$ cat config.mk
export PLATFORM = sky130hd
export DESIGN_NAME = decode_stage
export DESIGN_NICKNAME = d
export VERILOG_FILES = /design/src/rtl/decoder_pkg.sv /design/src/rtl/decode_comb.sv /design/src/rtl/decode_stage.sv
export SDC_FILE = /design/constraint.sdc
export NUM_CORES = 1
export LEC_CHECK = 0
export BUFFER_PORTS_ARGS = -buffer_cell sky130_fd_sc_hd__buf_2
export CORE_MARGIN = 5
export CORE_UTILIZATION = 36
export CTS_CLUSTER_DIAMETER = 80
export DETAILED_ROUTE_END_ITERATION = 10
export MAX_ROUTING_LAYER = met4
export PLACE_DENSITY = 0.72
export SLEW_MARGIN = 30
export SYNTH_ARGS = -nofsm -noshare
export SYNTH_HDL_FRONTEND = slang
export SYNTH_SLANG_ARGS = --single-unit
$ cat constraint.sdc
create_clock -name clk -period 1.35 [get_ports clk]
set_clock_uncertainty 0.2 [all_clocks]
set_input_delay 0.27 -clock clk [delete_from_list [all_inputs] [get_ports clk]]
set_output_delay 0.27 -clock clk [all_outputs]
set_load 0.05 [all_outputs]
$ cat src/rtl/decoder_pkg.sv
// Shared decoder definitions: opcode map, field positions,
// write-source mux encoding and skip FSM states.
package decoder_pkg;

    localparam logic [4:0] OP_NOP  = 5'd0;
    localparam logic [4:0] OP_ADD  = 5'd1;
    localparam logic [4:0] OP_SUB  = 5'd2;
    localparam logic [4:0] OP_AND  = 5'd3;
    localparam logic [4:0] OP_OR   = 5'd4;
    localparam logic [4:0] OP_XOR  = 5'd5;
    localparam logic [4:0] OP_NOT  = 5'd6;
    localparam logic [4:0] OP_SHL  = 5'd7;
    localparam logic [4:0] OP_SHR  = 5'd8;
    localparam logic [4:0] OP_VAL  = 5'd9;
    localparam logic [4:0] OP_GOTO = 5'd11;
    localparam logic [4:0] OP_IFZ  = 5'd12;
    localparam logic [4:0] OP_IFNZ = 5'd13;
    localparam logic [4:0] OP_IFEQ = 5'd14;
    localparam logic [4:0] OP_IFST = 5'd15;
    localparam logic [4:0] OP_IFGT = 5'd16;

    localparam int OPC_HI = 15;
    localparam int OPC_LO = 11;
    localparam int OP1_HI = 9;
    localparam int OP2_HI = 4;
    localparam int LIT_HI = 7;

    localparam int ST_Z  = 0;
    localparam int ST_LT = 1;
    localparam int ST_GT = 2;

    localparam logic SEL_ALU     = 1'b1;
    localparam logic SEL_DECODER = 1'b0;

    localparam logic RUN  = 1'b0;
    localparam logic SKIP = 1'b1;

endpackage

$ cat src/rtl/decode_comb.sv
// Combinational opcode decode: register selects/enables,
// PC load, write-source mux and IF condition evaluation.
module decode_comb
    import decoder_pkg::*;
#(
    parameter int SEL_WIDTH   = 2,
    parameter int STATUS_BITS = 3
) (
    input  logic [4:0]             opcode,
    input  logic [SEL_WIDTH-1:0]   op1,
    input  logic [SEL_WIDTH-1:0]   op2,
    input  logic [STATUS_BITS-1:0] status,
    output logic [SEL_WIDTH-1:0]   rd_sel1,
    output logic [SEL_WIDTH-1:0]   rd_sel2,
    output logic [SEL_WIDTH-1:0]   wr_sel,
    output logic                   rd_en1,
    output logic                   rd_en2,
    output logic                   wr_en,
    output logic                   cnt_wr_en,
    output logic                   sel_alu,
    output logic                   is_if,
    output logic                   cond_true,
    output logic                   illegal
);

    logic is_alu2;
    logic is_shift;
    logic is_cond;

    always_comb begin
        is_alu2  = opcode inside {OP_ADD, OP_SUB, OP_AND, OP_OR, OP_XOR};
        is_shift = opcode inside {OP_SHL, OP_SHR};
        is_cond  = opcode inside {OP_IFZ, OP_IFNZ, OP_IFEQ, OP_IFST, OP_IFGT};
    end

    always_comb begin
        rd_sel1   = '0;
        rd_sel2   = '0;
        wr_sel    = '0;
        rd_en1    = 1'b0;
        rd_en2    = 1'b0;
        wr_en     = 1'b0;
        cnt_wr_en = 1'b0;
        sel_alu   = SEL_DECODER;
        is_if     = 1'b0;
        cond_true = 1'b0;
        illegal   = 1'b0;
        unique case (1'b1)
            is_alu2: begin
                rd_sel1 = op1;
                rd_sel2 = op2;
                wr_sel  = op1;
                rd_en1  = 1'b1;
                rd_en2  = 1'b1;
                wr_en   = 1'b1;
                sel_alu = SEL_ALU;
            end
            (opcode == OP_NOT): begin
                rd_sel2 = op2;
                wr_sel  = op1;
                rd_en2  = 1'b1;
                wr_en   = 1'b1;
                sel_alu = SEL_ALU;
            end
            is_shift: begin
                rd_sel1 = op1;
                wr_sel  = op1;
                rd_en1  = 1'b1;
                wr_en   = 1'b1;
                sel_alu = SEL_ALU;
            end
            (opcode == OP_VAL): begin
                wr_sel = op1;
                wr_en  = 1'b1;
            end
            (opcode == OP_GOTO): begin
                cnt_wr_en = 1'b1;
            end
            is_cond: begin
                is_if = 1'b1;
                case (opcode)
                    OP_IFZ:  cond_true = status[ST_Z];
                    OP_IFNZ: cond_true = !status[ST_Z];
                    OP_IFEQ: cond_true = status[ST_Z];
                    OP_IFST: cond_true = status[ST_LT];
                    default: cond_true = status[ST_GT];
                endcase
            end
            default: begin
                illegal = (opcode != OP_NOP);
            end
        endcase
    end

endmodule

$ cat src/rtl/decode_stage.sv
// Registered decode stage with stall handshake and a one-shot
// skip FSM that squashes the instruction following a false IF.
module decode_stage
    import decoder_pkg::*;
#(
    parameter int DATA_WIDTH    = 8,
    parameter int SEL_WIDTH     = 2,
    parameter int PROGRAM_WIDTH = 16,
    parameter int STATUS_BITS   = 3
) (
    input  logic                     clk,
    input  logic                     reset,
    input  logic [PROGRAM_WIDTH-1:0] instr,
    input  logic                     instr_valid,
    input  logic                     stall,
    input  logic [STATUS_BITS-1:0]   status,
    output logic [4:0]               opcode_q,
    output logic [7:0]               param_q,
    output logic [DATA_WIDTH-1:0]    literal_adr,
    output logic [SEL_WIDTH-1:0]     rd_sel1,
    output logic [SEL_WIDTH-1:0]     rd_sel2,
    output logic [SEL_WIDTH-1:0]     wr_sel,
    output logic                     rd_en1,
    output logic                     rd_en2,
    output logic                     wr_en,
    output logic                     cnt_wr_en,
    output logic                     sel_reg_in_alu_decoder,
    output logic                     out_valid,
    output logic                     skip_pending,
    output logic                     illegal_op
);

    logic [4:0]           d_opcode;
    logic [7:0]           d_lit;
    logic [SEL_WIDTH-1:0] d_rd_sel1;
    logic [SEL_WIDTH-1:0] d_rd_sel2;
    logic [SEL_WIDTH-1:0] d_wr_sel;
    logic                 d_rd_en1;
    logic                 d_rd_en2;
    logic                 d_wr_en;
    logic                 d_cnt_wr_en;
    logic                 d_sel_alu;
    logic                 d_is_if;
    logic                 d_cond_true;
    logic                 d_illegal;
    logic                 state;
    logic                 unused_instr;

    assign d_opcode     = instr[OPC_HI:OPC_LO];
    assign d_lit        = instr[LIT_HI:0];
    assign unused_instr = ^instr;
    assign skip_pending = (state == SKIP);

    decode_comb #(
        .SEL_WIDTH  (SEL_WIDTH),
        .STATUS_BITS(STATUS_BITS)
    ) u_comb (
        .opcode   (d_opcode),
        .op1      (instr[OP1_HI -: SEL_WIDTH]),
        .op2      (instr[OP2_HI -: SEL_WIDTH]),
        .status   (status),
        .rd_sel1  (d_rd_sel1),
        .rd_sel2  (d_rd_sel2),
        .wr_sel   (d_wr_sel),
        .rd_en1   (d_rd_en1),
        .rd_en2   (d_rd_en2),
        .wr_en    (d_wr_en),
        .cnt_wr_en(d_cnt_wr_en),
        .sel_alu  (d_sel_alu),
        .is_if    (d_is_if),
        .cond_true(d_cond_true),
        .illegal  (d_illegal)
    );

    always_ff @(posedge clk) begin
        if (reset) begin
            opcode_q               <= '0;
            param_q                <= '0;
            literal_adr            <= '0;
            rd_sel1                <= '0;
            rd_sel2                <= '0;
            wr_sel                 <= '0;
            rd_en1                 <= 1'b0;
            rd_en2                 <= 1'b0;
            wr_en                  <= 1'b0;
            cnt_wr_en              <= 1'b0;
            sel_reg_in_alu_decoder <= SEL_DECODER;
            out_valid              <= 1'b0;
            illegal_op             <= 1'b0;
            state                  <= RUN;
        end else if (!stall) begin
            // Bubbles and squashed slots both issue an all-zero NOP.
            opcode_q               <= '0;
            param_q                <= '0;
            literal_adr            <= '0;
            rd_sel1                <= '0;
            rd_sel2                <= '0;
            wr_sel                 <= '0;
            rd_en1                 <= 1'b0;
            rd_en2                 <= 1'b0;
            wr_en                  <= 1'b0;
            cnt_wr_en              <= 1'b0;
            sel_reg_in_alu_decoder <= SEL_DECODER;
            out_valid              <= 1'b0;
            illegal_op             <= 1'b0;
            if (instr_valid) begin
                if (state == SKIP) begin
                    state <= RUN;
                end else begin
                    opcode_q               <= d_opcode;
                    param_q                <= d_lit;
                    literal_adr            <= DATA_WIDTH'(d_lit);
                    rd_sel1                <= d_rd_sel1;
                    rd_sel2                <= d_rd_sel2;
                    wr_sel                 <= d_wr_sel;
                    rd_en1                 <= d_rd_en1;
                    rd_en2                 <= d_rd_en2;
                    wr_en                  <= d_wr_en;
                    cnt_wr_en              <= d_cnt_wr_en;
                    sel_reg_in_alu_decoder <= d_sel_alu;
                    out_valid              <= 1'b1;
                    illegal_op             <= d_illegal;
                    if (d_is_if && !d_cond_true) begin
                        state <= SKIP;
                    end
                end
            end
        end
    end

endmodule

==> results.json <==
{
  "worstSkewPairLatency_ps": 330,
  "grt.overflow.total": 0,
  "place.gp.congestion": 0.804,
  "fin_crit_sh_pct": 102,
  "slew_headroom_pct": 73.2,
  "drtIter0Drc": 48,
  "cap_violations": 0,
  "antenna_found_initial": 0,
  "reg2reg_depth": 5,
  "violations": "negative setup slack",
  "status": "finished, violations left",
  "final_area_um2": 2110,
  "synthTopCellsByArea": "dfxtp_1 45%, a22oi_1 10%, nor2_1 7.9%, buf_4 7.6%, a32oi_1 2.9%",
  "ys_async_sr_fraction_pct": 0,
  "wire_per_inst_um": 14.9,
  "cts_buffers": 3,
  "worst_setup_path_startpoint": "skip_pending$_SDFFE_PP0P_",
  "routed_via_density": 4.93,
  "setup_viol": 13,
  "min_path_type": "in -> reg",
  "hpwlAfterDp_mm": 2.51,
  "fin_crit_ps": 1380,
  "cts_buffer_depth": 2,
  "r2r_setup_slack_ps": -30,
  "initial_utilization_pct": 38.3,
  "yosysWarnings": 0,
  "drv_slew": 0,
  "synth-main-ff-cell": "dfxtp_1",
  "fp.dieH_um": 67.5,
  "area_growth_pct": 77.7,
  "num_rows": 20,
  "leakagePower_uw": 0.000909,
  "timing.rr.end": "wr_sel[0]$_SDFFE_PP0N_",
  "core-area_um2": 3100,
  "grt_usage_pct": 15.8,
  "drive_gt1_share_pct": 57.9,
  "io_buffer_count": 56,
  "power_density_nw_per_um2": 788,
  "fin_util_pct": 68.1,
  "instances_no_fill": 246,
  "vdd_ir_drop_max_mv": 0.473,
  "ctsRootBufferMaster": "clkbuf_4",
  "hold_violations": 0,
  "worstSetupPathType": "reg -> reg",
  "synth.yosys.seq_area_share_pct": 45.5,
  "total_power_uw": 1660,
  "cts_num_sinks": 27,
  "yosys.area.top_type": "dfxtp_1",
  "synth-seq-cells": 27,
  "die_w_um": 67.5,
  "synth_area_per_cell_um2": 9.29,
  "post_synth_num_cell_types": 37,
  "crit_end": "wr_sel[0]$_SDFFE_PP0N_",
  "min_from": "instr[11]",
  "drt_pass1_iterations": 4,
  "fillers": 245,
  "vias": 1212,
  "cts_tree": "yes",
  "rsz0062_at_grt": "true",
  "fmax_mhz": 723,
  "grt_max_degree": 17,
  "synth_edf_count": 0,
  "clk_pin_slew_worst_paths_ps": 150,
  "setup_ws_ps": -33.7,
  "netlist_area_um2": 1190,
  "placedCellCount": 228,
  "ant_nets": 0,
  "ios": 58,
  "nNetsFinal": 226,
  "grt_first_pass_wirelength_mm": 5.33,
  "n_antenna_cell": 0,
  "max_slew.worst_pin.slew_ps": 399,
  "grt_pass1_vias": 1195,
  "critPathMaxFanout": 7,
  "synthesis.nets": 151,
  "synth_top_area_share_pct": 45.5,
  "start_kind": "flop",
  "htree_levels": 1,
  "worstSetupEndpointType": "flop",
  "postPlaceCellArea_um2": 1560,
  "routed_wirelength_mm": 3.66,
  "worstPathArrival_ps": 1470,
  "drc": 0,
  "dieArea_um2": 4550,
  "syn_inst": 128,
  "r2r_start": "skip_pending$_SDFFE_PP0P_",
  "place_ws_ps": -172,
  "cp_data_required_time_ps": 1430
}
[kinds of logic (layout without fill, tap and decap cells)]
| logic type | count (synthesis) | in the layout | synth area share, % |
|---|---|---|---|
| and+or+nand+nor | 41 | 41 | 18.3 |
| AOI/OAI and AO/OA | 37 | 37 | 23.4 |
| xor gates and xnor gates | 1 | 1 | 0.737 |
| DFF | 27 | 27 | 45.5 |
| buffers and inverters | 22 | 96 | 12.1 |
[worst min path at each step]
stage	endpoint	slack [ps]	depth (start not counted)
after floorplan	literal_adr[0]$_SDFFE_PP0N_	210	2
after global placement	cnt_wr_en$_SDFFE_PP0N_	250	2
after detailed placement	cnt_wr_en$_SDFFE_PP0N_	260	2
after CTS	cnt_wr_en$_SDFFE_PP0N_	60	3
after global routing	cnt_wr_en$_SDFFE_PP0N_	90	3
final	cnt_wr_en$_SDFFE_PP0N_	70	3
[sequential cells by signal (all words and copies together) (netlist names)]
name / cells
literal_adr: 8
opcode_q: 5
rd_sel1: 2
rd_sel2: 2
wr_sel: 2
cnt_wr_en: 1
illegal_op: 1
out_valid: 1
rd_en1: 1
rd_en2: 1
sel_reg_in_alu_decoder: 1
skip_pending: 1
wr_en: 1
[what timing repair did]
item                                    4_1_cts  5_1_grt
hold endpoints to repair                     13        0
endpoints found under the setup margin       41       56
gates resized for setup                      75       53
pin swaps                                     4        6
hold buffers                                 11        0
buffers inserted                              0        3
[stage by stage]
stage,hold slack [ps],setup TNS (ps)
CTS,62.5,-409
floorplan,214,0
global placement,247,-632
detailed placement,261,-1250
finish,68.8,-167
global route,89.8,-1790
[cell usage in the layout, fill, tap and decap left out, types with 2 or more instances in the layout]
cell and instances:
a22oi_1 14, buf_2 21, inv_1 2, buf_8 26, and2_1 2, dfxtp_4 9, dfxtp_2 17, nand2_1 2
a21oi_1 5, clkbuf_4 3, a22oi_2 2, a32o_1 2, nor4_2 2, nor2_1 25, a32oi_1 3, buf_4 20
buf_6 12, dlygate4sd3_1 11
[routing by layer]
metal	up-vias	wire, um	share of wire, %	track usage [%]
li1	600	-	-	-
met1	562	1510	41	17.3
met2	44	1860	51	27.7
met3	6	249	6.8	4.33
met4	0	42	1.1	4.56
met5	-	0	0	-
[synthesized netlist by cell type, drive strengths merged, types with 2 or more instances]
master  count
clkbuf      4
dfxtp      27
and2        2
nor4        2
a32o        2
nand2       2
inv         2
a21oi       6
a22oi      16
buf        16
a32oi       4
nor3b       2
nor2       25
[worst max-delay path, stage by stage (launching register included)]
cell,delay (ps)
dfxtp_4,390
nor3b_4,200
and2b_1,190
buf_6,140
a32oi_2,90
nor2_1,120
[cell type report]
cell class                 instances  area, um2  area share, %
tap                               44       55.1           2.61
sequential                        27        596           28.2
multi-input combinational         79        534           25.3
clock buffer                       3       22.5           1.07
timing repair buffer              90        891           42.2
clock inverter                     1       6.26          0.296
inverter                           2       7.51          0.355
[report_power, final]
group | switching [uW] | total (uW) | internal (uW) | leakage, uW
clock network | 252 | 368 | 116 | 0.0000183
registers | 26.3 | 839 | 812 | 0.000234
logic | 248 | 457 | 208 | 0.000656
total | 527 | 1660 | 1140 | 0.000909
Power figures use the tool's default switching activity.
